### src/rtl/dtw_sched_pkg.sv
// Shared types and constants for the reference-memory scheduler.
package dtw_sched_pkg;

  // Numeric encodings are visible on state_out for debug.
  typedef enum logic [2:0] {
    StIdle  = 3'd0,
    StLoad  = 3'd1,
    StEnter = 3'd2,
    StServe = 3'd3,
    StDrain = 3'd4
  } sched_state_e;

  // op_mode encodings understood by dtw_core_ref.
  localparam logic ModeDtwRead = 1'b0;
  localparam logic ModeLoadRef = 1'b1;

endpackage

### src/rtl/dtw_ref_sched_if.sv
// Lane-side read bus: per-lane requests/addresses in, one-hot grant/valid and broadcast data out.
interface dtw_ref_sched_if #(
  parameter int unsigned NUM_REQ          = 4,
  parameter int unsigned DATA_WIDTH       = 16,
  parameter int unsigned REFMEM_PTR_WIDTH = 20
) ();

  logic [NUM_REQ-1:0]                  req;
  logic [NUM_REQ*REFMEM_PTR_WIDTH-1:0] addr;
  logic [NUM_REQ-1:0]                  gnt;
  logic [NUM_REQ-1:0]                  rvalid;
  logic [DATA_WIDTH-1:0]               rdata;

  // Lanes drive requests and consume data.
  modport master (
    output req,
    output addr,
    input  gnt,
    input  rvalid,
    input  rdata
  );

  // The scheduler arbitrates and returns data.
  modport slave (
    input  req,
    input  addr,
    output gnt,
    output rvalid,
    output rdata
  );

endinterface

### src/rtl/dtw_rr_arbiter.sv
// Combinational round-robin pick: first requesting lane at or after ptr_i, wrapping at NUM_REQ.
module dtw_rr_arbiter #(
  parameter int unsigned NUM_REQ = 4,
  localparam int unsigned PtrW   = $clog2(NUM_REQ)
) (
  input  logic [NUM_REQ-1:0] req_i,
  input  logic [PtrW-1:0]    ptr_i,
  output logic [NUM_REQ-1:0] gnt_o,
  output logic [PtrW-1:0]    idx_o,
  output logic               valid_o
);

  // Scan lanes ptr_i, ptr_i+1, ... with an explicit wrap so non-power-of-2 counts never overflow.
  always_comb begin
    logic [PtrW:0]   sum;
    logic [PtrW-1:0] lane;
    gnt_o   = '0;
    idx_o   = '0;
    valid_o = 1'b0;
    sum     = '0;
    lane    = '0;
    for (int unsigned i = 0; i < NUM_REQ; i++) begin
      sum = {1'b0, ptr_i} + (PtrW + 1)'(i);
      if (sum >= (PtrW + 1)'(NUM_REQ)) begin
        sum = sum - (PtrW + 1)'(NUM_REQ);
      end
      lane = sum[PtrW-1:0];
      if (!valid_o && req_i[lane]) begin
        valid_o     = 1'b1;
        idx_o       = lane;
        gnt_o[lane] = 1'b1;
      end
    end
  end

endmodule

### src/rtl/dtw_ref_sched.sv
// Sequences dtw_core_ref through a reference load, then shares its read port among NUM_REQ lanes.
module dtw_ref_sched
  import dtw_sched_pkg::*;
#(
  parameter int unsigned NUM_REQ          = 4,
  parameter int unsigned DATA_WIDTH       = 16,
  parameter int unsigned ADDR_WIDTH       = 32,
  parameter int unsigned REFMEM_PTR_WIDTH = 20,
  parameter int unsigned READ_LAT         = 2
) (
  input  logic                        clk_in,
  input  logic                        rst_n_in,
  input  logic                        load_start_in,
  input  logic [ADDR_WIDTH-1:0]       ref_len_in,
  output logic                        ready_out,
  output logic [2:0]                  state_out,
  output logic                        core_rs_out,
  output logic                        core_op_mode_out,
  output logic [ADDR_WIDTH-1:0]       core_ref_len_out,
  output logic [REFMEM_PTR_WIDTH-1:0] core_addr_out,
  input  logic                        core_busy_in,
  input  logic                        core_load_done_in,
  input  logic [DATA_WIDTH-1:0]       core_data_in,
  dtw_ref_sched_if.slave              lane_if
);

  localparam int unsigned PtrW = $clog2(NUM_REQ);
  // Shared by the drain timer and the empty-reference idle counter.
  localparam int unsigned CntW = $clog2(READ_LAT + 2);

  sched_state_e                state_q, state_d;
  logic [ADDR_WIDTH-1:0]       len_q, len_d;
  logic                        rs_q, rs_d;
  logic                        mode_q, mode_d;
  logic                        ready_q, ready_d;
  logic [REFMEM_PTR_WIDTH-1:0] addr_q, addr_d;
  logic [NUM_REQ-1:0]          gnt_q, gnt_d;
  logic [NUM_REQ-1:0]          rvalid_q, rvalid_d;
  logic [DATA_WIDTH-1:0]       rdata_q, rdata_d;
  logic [PtrW-1:0]             rr_ptr_q, rr_ptr_d;
  logic [CntW-1:0]             cnt_q, cnt_d;
  logic                        pipe_vld_q [READ_LAT];
  logic                        pipe_vld_d [READ_LAT];
  logic [PtrW-1:0]             pipe_id_q  [READ_LAT];
  logic [PtrW-1:0]             pipe_id_d  [READ_LAT];

  logic [NUM_REQ-1:0]          arb_gnt;
  logic [PtrW-1:0]             arb_idx;
  logic                        arb_valid;
  logic                        issue;

  dtw_rr_arbiter #(
    .NUM_REQ (NUM_REQ)
  ) u_arb (
    .req_i   (lane_if.req),
    .ptr_i   (rr_ptr_q),
    .gnt_o   (arb_gnt),
    .idx_o   (arb_idx),
    .valid_o (arb_valid)
  );

  // Next-state and registered-output logic for the load/serve sequencer.
  always_comb begin
    state_d  = state_q;
    len_d    = len_q;
    rs_d     = rs_q;
    mode_d   = mode_q;
    ready_d  = ready_q;
    addr_d   = addr_q;
    gnt_d    = '0;
    rr_ptr_d = rr_ptr_q;
    cnt_d    = cnt_q;
    issue    = 1'b0;
    unique case (state_q)
      StIdle: begin
        rs_d   = 1'b0;
        mode_d = ModeLoadRef;
        if (load_start_in) begin
          len_d   = ref_len_in;
          rs_d    = 1'b1;
          cnt_d   = '0;
          state_d = StLoad;
        end
      end
      StLoad: begin
        rs_d   = 1'b1;
        mode_d = ModeLoadRef;
        if (len_q == '0) begin
          // Nothing to load: the core never pulses done, so wait for it to sit idle.
          if (core_busy_in) begin
            cnt_d = '0;
          end else if (cnt_q == CntW'(1)) begin
            rs_d    = 1'b0;
            mode_d  = ModeDtwRead;
            state_d = StEnter;
          end else begin
            cnt_d = cnt_q + 1'b1;
          end
        end else if (core_load_done_in) begin
          // One rs-low cycle lets the core return to idle before the mode switch.
          rs_d    = 1'b0;
          mode_d  = ModeDtwRead;
          state_d = StEnter;
        end
      end
      StEnter: begin
        rs_d   = 1'b1;
        mode_d = ModeDtwRead;
        if (core_busy_in) begin
          ready_d = 1'b1;
          state_d = StServe;
        end
      end
      StServe: begin
        if (load_start_in) begin
          len_d   = ref_len_in;
          ready_d = 1'b0;
          cnt_d   = '0;
          state_d = StDrain;
        end else if (arb_valid) begin
          gnt_d  = arb_gnt;
          addr_d = lane_if.addr[int'(arb_idx) * REFMEM_PTR_WIDTH +: REFMEM_PTR_WIDTH];
          issue  = 1'b1;
          if (arb_idx == PtrW'(NUM_REQ - 1)) begin
            rr_ptr_d = '0;
          end else begin
            rr_ptr_d = arb_idx + 1'b1;
          end
        end
      end
      StDrain: begin
        // Core stays in read mode until the last granted read has produced its data.
        if (cnt_q == CntW'(READ_LAT - 1)) begin
          cnt_d   = '0;
          mode_d  = ModeLoadRef;
          state_d = StLoad;
        end else begin
          cnt_d = cnt_q + 1'b1;
        end
      end
      default: begin
        state_d = StIdle;
      end
    endcase
  end

  // Read-return pipe: tags each grant with its lane so data can be steered READ_LAT cycles later.
  always_comb begin
    pipe_vld_d[0] = issue;
    pipe_id_d[0]  = arb_idx;
    for (int i = 1; i < int'(READ_LAT); i++) begin
      pipe_vld_d[i] = pipe_vld_q[i-1];
      pipe_id_d[i]  = pipe_id_q[i-1];
    end
    rvalid_d = '0;
    rdata_d  = rdata_q;
    if (pipe_vld_q[READ_LAT-1]) begin
      rvalid_d[pipe_id_q[READ_LAT-1]] = 1'b1;
      rdata_d                         = core_data_in;
    end
  end

  // State and output registers; reset aborts any load or in-flight read.
  always_ff @(posedge clk_in or negedge rst_n_in) begin
    if (!rst_n_in) begin
      state_q  <= StIdle;
      len_q    <= '0;
      rs_q     <= 1'b0;
      mode_q   <= ModeDtwRead;
      ready_q  <= 1'b0;
      addr_q   <= '0;
      gnt_q    <= '0;
      rvalid_q <= '0;
      rdata_q  <= '0;
      rr_ptr_q <= '0;
      cnt_q    <= '0;
      for (int i = 0; i < int'(READ_LAT); i++) begin
        pipe_vld_q[i] <= 1'b0;
        pipe_id_q[i]  <= '0;
      end
    end else begin
      state_q  <= state_d;
      len_q    <= len_d;
      rs_q     <= rs_d;
      mode_q   <= mode_d;
      ready_q  <= ready_d;
      addr_q   <= addr_d;
      gnt_q    <= gnt_d;
      rvalid_q <= rvalid_d;
      rdata_q  <= rdata_d;
      rr_ptr_q <= rr_ptr_d;
      cnt_q    <= cnt_d;
      for (int i = 0; i < int'(READ_LAT); i++) begin
        pipe_vld_q[i] <= pipe_vld_d[i];
        pipe_id_q[i]  <= pipe_id_d[i];
      end
    end
  end

  assign ready_out        = ready_q;
  assign state_out        = state_q;
  assign core_rs_out      = rs_q;
  assign core_op_mode_out = mode_q;
  assign core_ref_len_out = len_q;
  assign core_addr_out    = addr_q;
  assign lane_if.gnt      = gnt_q;
  assign lane_if.rvalid   = rvalid_q;
  assign lane_if.rdata    = rdata_q;

endmodule

### src/flat_wrapper.sv
// flat-port wrapper written by rule: the top's interface ports become plain ports
module dtw_ref_sched_flat import dtw_sched_pkg::*;
#(
  parameter int unsigned NUM_REQ          = 4,
  parameter int unsigned DATA_WIDTH       = 16,
  parameter int unsigned ADDR_WIDTH       = 32,
  parameter int unsigned REFMEM_PTR_WIDTH = 20,
  parameter int unsigned READ_LAT         = 2
)
  (clk_in, rst_n_in, load_start_in, ref_len_in, ready_out, state_out, core_rs_out, core_op_mode_out, core_ref_len_out, core_addr_out, core_busy_in, core_load_done_in, core_data_in, lane_if_req, lane_if_addr, lane_if_gnt, lane_if_rvalid, lane_if_rdata);
  dtw_ref_sched_if #(.NUM_REQ(NUM_REQ), .DATA_WIDTH(DATA_WIDTH), .REFMEM_PTR_WIDTH(REFMEM_PTR_WIDTH)) lane_if_i ();
  input  logic clk_in;
  input  logic rst_n_in;
  input  logic load_start_in;
  input  logic [ADDR_WIDTH-1:0] ref_len_in;
  output logic ready_out;
  output logic [2:0] state_out;
  output logic core_rs_out;
  output logic core_op_mode_out;
  output logic [ADDR_WIDTH-1:0] core_ref_len_out;
  output logic [REFMEM_PTR_WIDTH-1:0] core_addr_out;
  input  logic core_busy_in;
  input  logic core_load_done_in;
  input  logic [DATA_WIDTH-1:0] core_data_in;
  input wire logic [$bits(lane_if_i.req)-1:0] lane_if_req;
  input wire logic [$bits(lane_if_i.addr)-1:0] lane_if_addr;
  output wire logic [$bits(lane_if_i.gnt)-1:0] lane_if_gnt;
  output wire logic [$bits(lane_if_i.rvalid)-1:0] lane_if_rvalid;
  output wire logic [$bits(lane_if_i.rdata)-1:0] lane_if_rdata;
  assign lane_if_i.req = lane_if_req;
  assign lane_if_i.addr = lane_if_addr;
  assign lane_if_gnt = lane_if_i.gnt;
  assign lane_if_rvalid = lane_if_i.rvalid;
  assign lane_if_rdata = lane_if_i.rdata;
  dtw_ref_sched #(.NUM_REQ(NUM_REQ), .DATA_WIDTH(DATA_WIDTH), .ADDR_WIDTH(ADDR_WIDTH), .REFMEM_PTR_WIDTH(REFMEM_PTR_WIDTH), .READ_LAT(READ_LAT)) u_core (.clk_in(clk_in), .rst_n_in(rst_n_in), .load_start_in(load_start_in), .ref_len_in(ref_len_in), .ready_out(ready_out), .state_out(state_out), .core_rs_out(core_rs_out), .core_op_mode_out(core_op_mode_out), .core_ref_len_out(core_ref_len_out), .core_addr_out(core_addr_out), .core_busy_in(core_busy_in), .core_load_done_in(core_load_done_in), .core_data_in(core_data_in), .lane_if(lane_if_i));
endmodule
### config.mk
export PLATFORM = sky130hd
export DESIGN_NAME = dtw_ref_sched_flat
export DESIGN_NICKNAME = d
export VERILOG_FILES = /design/src/rtl/dtw_sched_pkg.sv /design/src/rtl/dtw_ref_sched_if.sv /design/src/rtl/dtw_rr_arbiter.sv /design/src/rtl/dtw_ref_sched.sv /design/src/flat_wrapper.sv
export SDC_FILE = /design/constraint.sdc
export NUM_CORES = 1
export LEC_CHECK = 0
export ABC_AREA = 1
export BUFFER_PORTS_ARGS = -buffer_cell sky130_fd_sc_hd__clkbuf_2
export CAP_MARGIN = 30
export CORE_MARGIN = 5
export CORE_UTILIZATION = 54
export CTS_BUF_LIST = sky130_fd_sc_hd__clkbuf_8
export CTS_CLUSTER_DIAMETER = 40
export CTS_CLUSTER_SIZE = 30
export DETAILED_ROUTE_END_ITERATION = 10
export PLACE_DENSITY = 0.95
export SLEW_MARGIN = 20
export SYNTH_ARGS = -nofsm -noshare
export SYNTH_HDL_FRONTEND = slang
export SYNTH_SLANG_ARGS = --single-unit
### constraint.sdc
create_clock -name clk_in -period 4.2 [get_ports clk_in]
set_input_delay 0 -clock clk_in [delete_from_list [all_inputs] [get_ports clk_in]]
set_output_delay 0 -clock clk_in [all_outputs]
set_load 0.01 [all_outputs]
==> out/results.tsv <==
metric	value	unit
result of the run	finished clean	
Sink Count	92	
number of antenna-violating nets in the routed design	0	
initial core utilization	55.8	%
share of cells above drive strength 1	30.9	%
power per unit of standard cell area	761	mW/mm^2
core region area	0.00928	sq mm
register clock-pin slew on the reported worst setup and hold paths	100	ps
vias per cell	5.20	
clock network latency to the later pin of the worst-skew pair	370	ps
number of antenna violations at the first check in global routing	0	
final critical-path setup slack	1100	ps
routability-driven placement congestion ratio	0.891	
I/O pin cnt	219	
share of the clock period used by the worst path after layout	73.8	%
count of non-filler cells in the finished layout	1066	
distinct cell type count of the synthesized netlist	31	
category of the critical setup timing path	register to register	
cell count after synthesis	676	
share of Yosys cell area claimed by the top area cell type	44.5	%
Core Util, Final	75.6	%
critical path endpoint category	register	
residual overflow from global routing	0	
Max Cap Viol	0	
Setup violations, final	0	
clock root buffer	sky130_fd_sc_hd__clkbuf_8	
largest vdd supply drop	0.657	mV
pins over their slew limit	0	
area leader, netlist	sky130_fd_sc_hd__dfrtp_1	
cell with the most instances after synthesis	sky130_fd_sc_hd__nand2_1	
Final Routed Wirelength	17100	microns
clock buffers created by TritonCTS	9	
total via count after detailed routing	5548	
TritonCTS clock tree	yes	
hold_buf cts	51	
router iterations before antenna repair	6	
routed wirelength normalized by instance count	16.1	microns
maximum clock frequency	322	MHz
top cells by area, synth	sky130_fd_sc_hd__dfrtp_1 44%, sky130_fd_sc_hd__nand2_1 15%, sky130_fd_sc_hd__nand3_1 8.6%, sky130_fd_sc_hd__inv_1 8.3%, sky130_fd_sc_hd__mux2_2 6.5%	
Warnings, synthesis	0	
number of cells upsized or downsized after cts	0	
EDFF count, synth	0	
Fin. Hold Viols	0	
post-route setup TNS	0	ps
DRC marker count from the first detailed-route iteration	398	
Critical Path Sink	u_core.rr_ptr_q[1]	
sort of element at the start of the critical path	register	
Register-to-Register Setup Slack	1100	ps
startpoint of the most critical register-to-register path	u_core.rr_ptr_q[0]	
GRT Overall Usage	29.4	%
Port Buf Inserts	218	
Synth Register Bits	92	
Async SR Flop Fraction	100	%
slew margin rel.	37.5	%
mean instance size in the synthesized netlist	7.66	sq um
number of global-route vias before repair	5567	
final critical-path required period	3100	ps
path type of the worst min-delay path	input pin to register	
buffer depth of the longest clock path	2	
Die Area	0.0116	sq mm
Synth top cells by count	213 x sky130_fd_sc_hd__nand2_1, 114 x sky130_fd_sc_hd__inv_1, 92 x sky130_fd_sc_hd__dfrtp_1, 89 x sky130_fd_sc_hd__nand3_1	
worst flop-to-flop path endpoint	u_core.rr_ptr_q[1]	
transition time at the pin with the least slew margin	938	ps
net count of the mapped netlist	824	
H-tree Lvls	3	
first-pass GRT wire length	26900	microns
maximum fanout along the worst path	22	
largest net degree at the start of global routing	59	
synthesis-to-finish area growth	35.6	%
Worst Path Arrival	3350	ps
number of cells after detailed placement	1000	
required time of the worst setup path	4450	ps
Synth Cell Area	0.00518	sq mm
number of placement rows	35	
Die Y-Extent	108	microns
predominant post-synthesis flop cell	sky130_fd_sc_hd__dfrtp_1	
total leakage power	4.13	nW
unrepaired setup endpoints after global routing	false	
cell count of the worst reg-to-reg path	10	
setup skew after layout	22.6	ps
post-CTS setup-driven buffer insertion count	0	
number of DRC violations after detailed routing	0	
number of diodes added for antenna fixing	0	
worst hold margin	21.2	ps
x dimension of the die	108	microns
sequential fraction of the synthesis area	44.5	%
post-DP HPWL	10800	microns
Place WS	1140	ps
total number of nets in the final design	1081	
beginning of the critical path	u_core.rr_ptr_q[0]	
==> how the worst min path moves through the flow <==
stage | start | to | slack [ps] | cells after the start
after floorplan | rst_n_in | u_core.cnt_q[0] | -300 | 0
after global placement | rst_n_in | u_core.core_ref_len_out[15] | -30 | 1
after detailed placement | rst_n_in | u_core.core_ref_len_out[15] | -30 | 1
after CTS | lane_if_addr[19] | u_core.core_addr_out[19] | 7 | 7
after global routing | load_start_in | u_core.state_out[2] | 30 | 3
final | lane_if_addr[54] | u_core.core_addr_out[14] | 20 | 7
==> logic make-up (layout without fill, tap and decap cells) <==
kind of cell | count (synthesis) | after routing | share of synthesized area [%]
AOI/OAI and AO/OA | 40 | 40 | 4.35
adders and majority gates | 11 | 11 | 2.66
buffers and inverters | 146 | 407 | 11.7
DFF | 92 | 92 | 44.5
muxes | 30 | 30 | 6.53
and+or+nand+nor | 357 | 357 | 30.3
==> state kept, by name, indices dropped and copies added (netlist names), 3 cells and up <==
register	flops
u_core.core_addr_out	20
u_core.lane_if.gnt	4
u_core.state_out	3
u_core.core_ref_len_out	32
u_core.lane_if.rvalid	4
u_core.lane_if.rdata	16
==> area by class of cell <==
type	count	area [sq um]
multi-input combinational	438	2270
fill	665	2260
tap	129	161
timing repair buffer	274	1640
inverter	118	450
sequential	92	2300
clock buffer	9	124
clock inverter	6	71.3
==> metrics by stage <==
stage / cell area (sq um) / power [W]
global route: 7020 / 0.00578
floorplan: 5180 / 0.00370
CTS: 7020 / 0.00519
global placement: 6310 / 0.00443
detailed placement: 6310 / 0.00453
finish: 7020 / 0.00534
==> worst max-delay path, cell delays in order (launching register included) <==
cell                      delay [ps]
sky130_fd_sc_hd__dfrtp_1         670
sky130_fd_sc_hd__inv_4           130
sky130_fd_sc_hd__ha_1            390
sky130_fd_sc_hd__inv_1           140
sky130_fd_sc_hd__nand3_2         110
sky130_fd_sc_hd__nand2_4         130
sky130_fd_sc_hd__nand4_4         150
sky130_fd_sc_hd__o21ai_2         750
sky130_fd_sc_hd__ha_1            370
sky130_fd_sc_hd__nand2_1          60
sky130_fd_sc_hd__o21ai_0          70
==> metal layers <==
layer	share of wire [%]	vias up	wire, microns	track usage [%]
met5	0	-	0	0
met4	4.6	0	793	16.6
met3	10	66	1740	7.26
met2	48	384	8170	49.0
met1	37	2493	6400	34.6
li1	-	2605	-	-
==> where the power goes <==
group | total [W] | internal [W] | switching, W
Combinational | 0.00309 | 0.00115 | 0.00194
Sequential | 0.00165 | 0.00129 | 0.000359
Clock | 0.000612 | 0.000277 | 0.000335
==> placed cells by master, fill, tap and decap left out, types with 4 or more instances in the layout <==
cell type	count
sky130_fd_sc_hd__dfrtp_1	92
sky130_fd_sc_hd__clkbuf_2	217
sky130_fd_sc_hd__nand2_1	213
sky130_fd_sc_hd__clkbuf_8	9
sky130_fd_sc_hd__o22ai_1	4
sky130_fd_sc_hd__o21ai_0	13
sky130_fd_sc_hd__nor2_1	30
sky130_fd_sc_hd__buf_4	6
sky130_fd_sc_hd__a21oi_1	18
sky130_fd_sc_hd__dlygate4sd3_1	51
sky130_fd_sc_hd__ha_1	11
sky130_fd_sc_hd__nand2_2	4
sky130_fd_sc_hd__nand3_2	4
sky130_fd_sc_hd__inv_1	114
sky130_fd_sc_hd__nor3_1	5
sky130_fd_sc_hd__nand3_1	89
sky130_fd_sc_hd__mux2_2	30
Power figures use the tool's default switching activity.
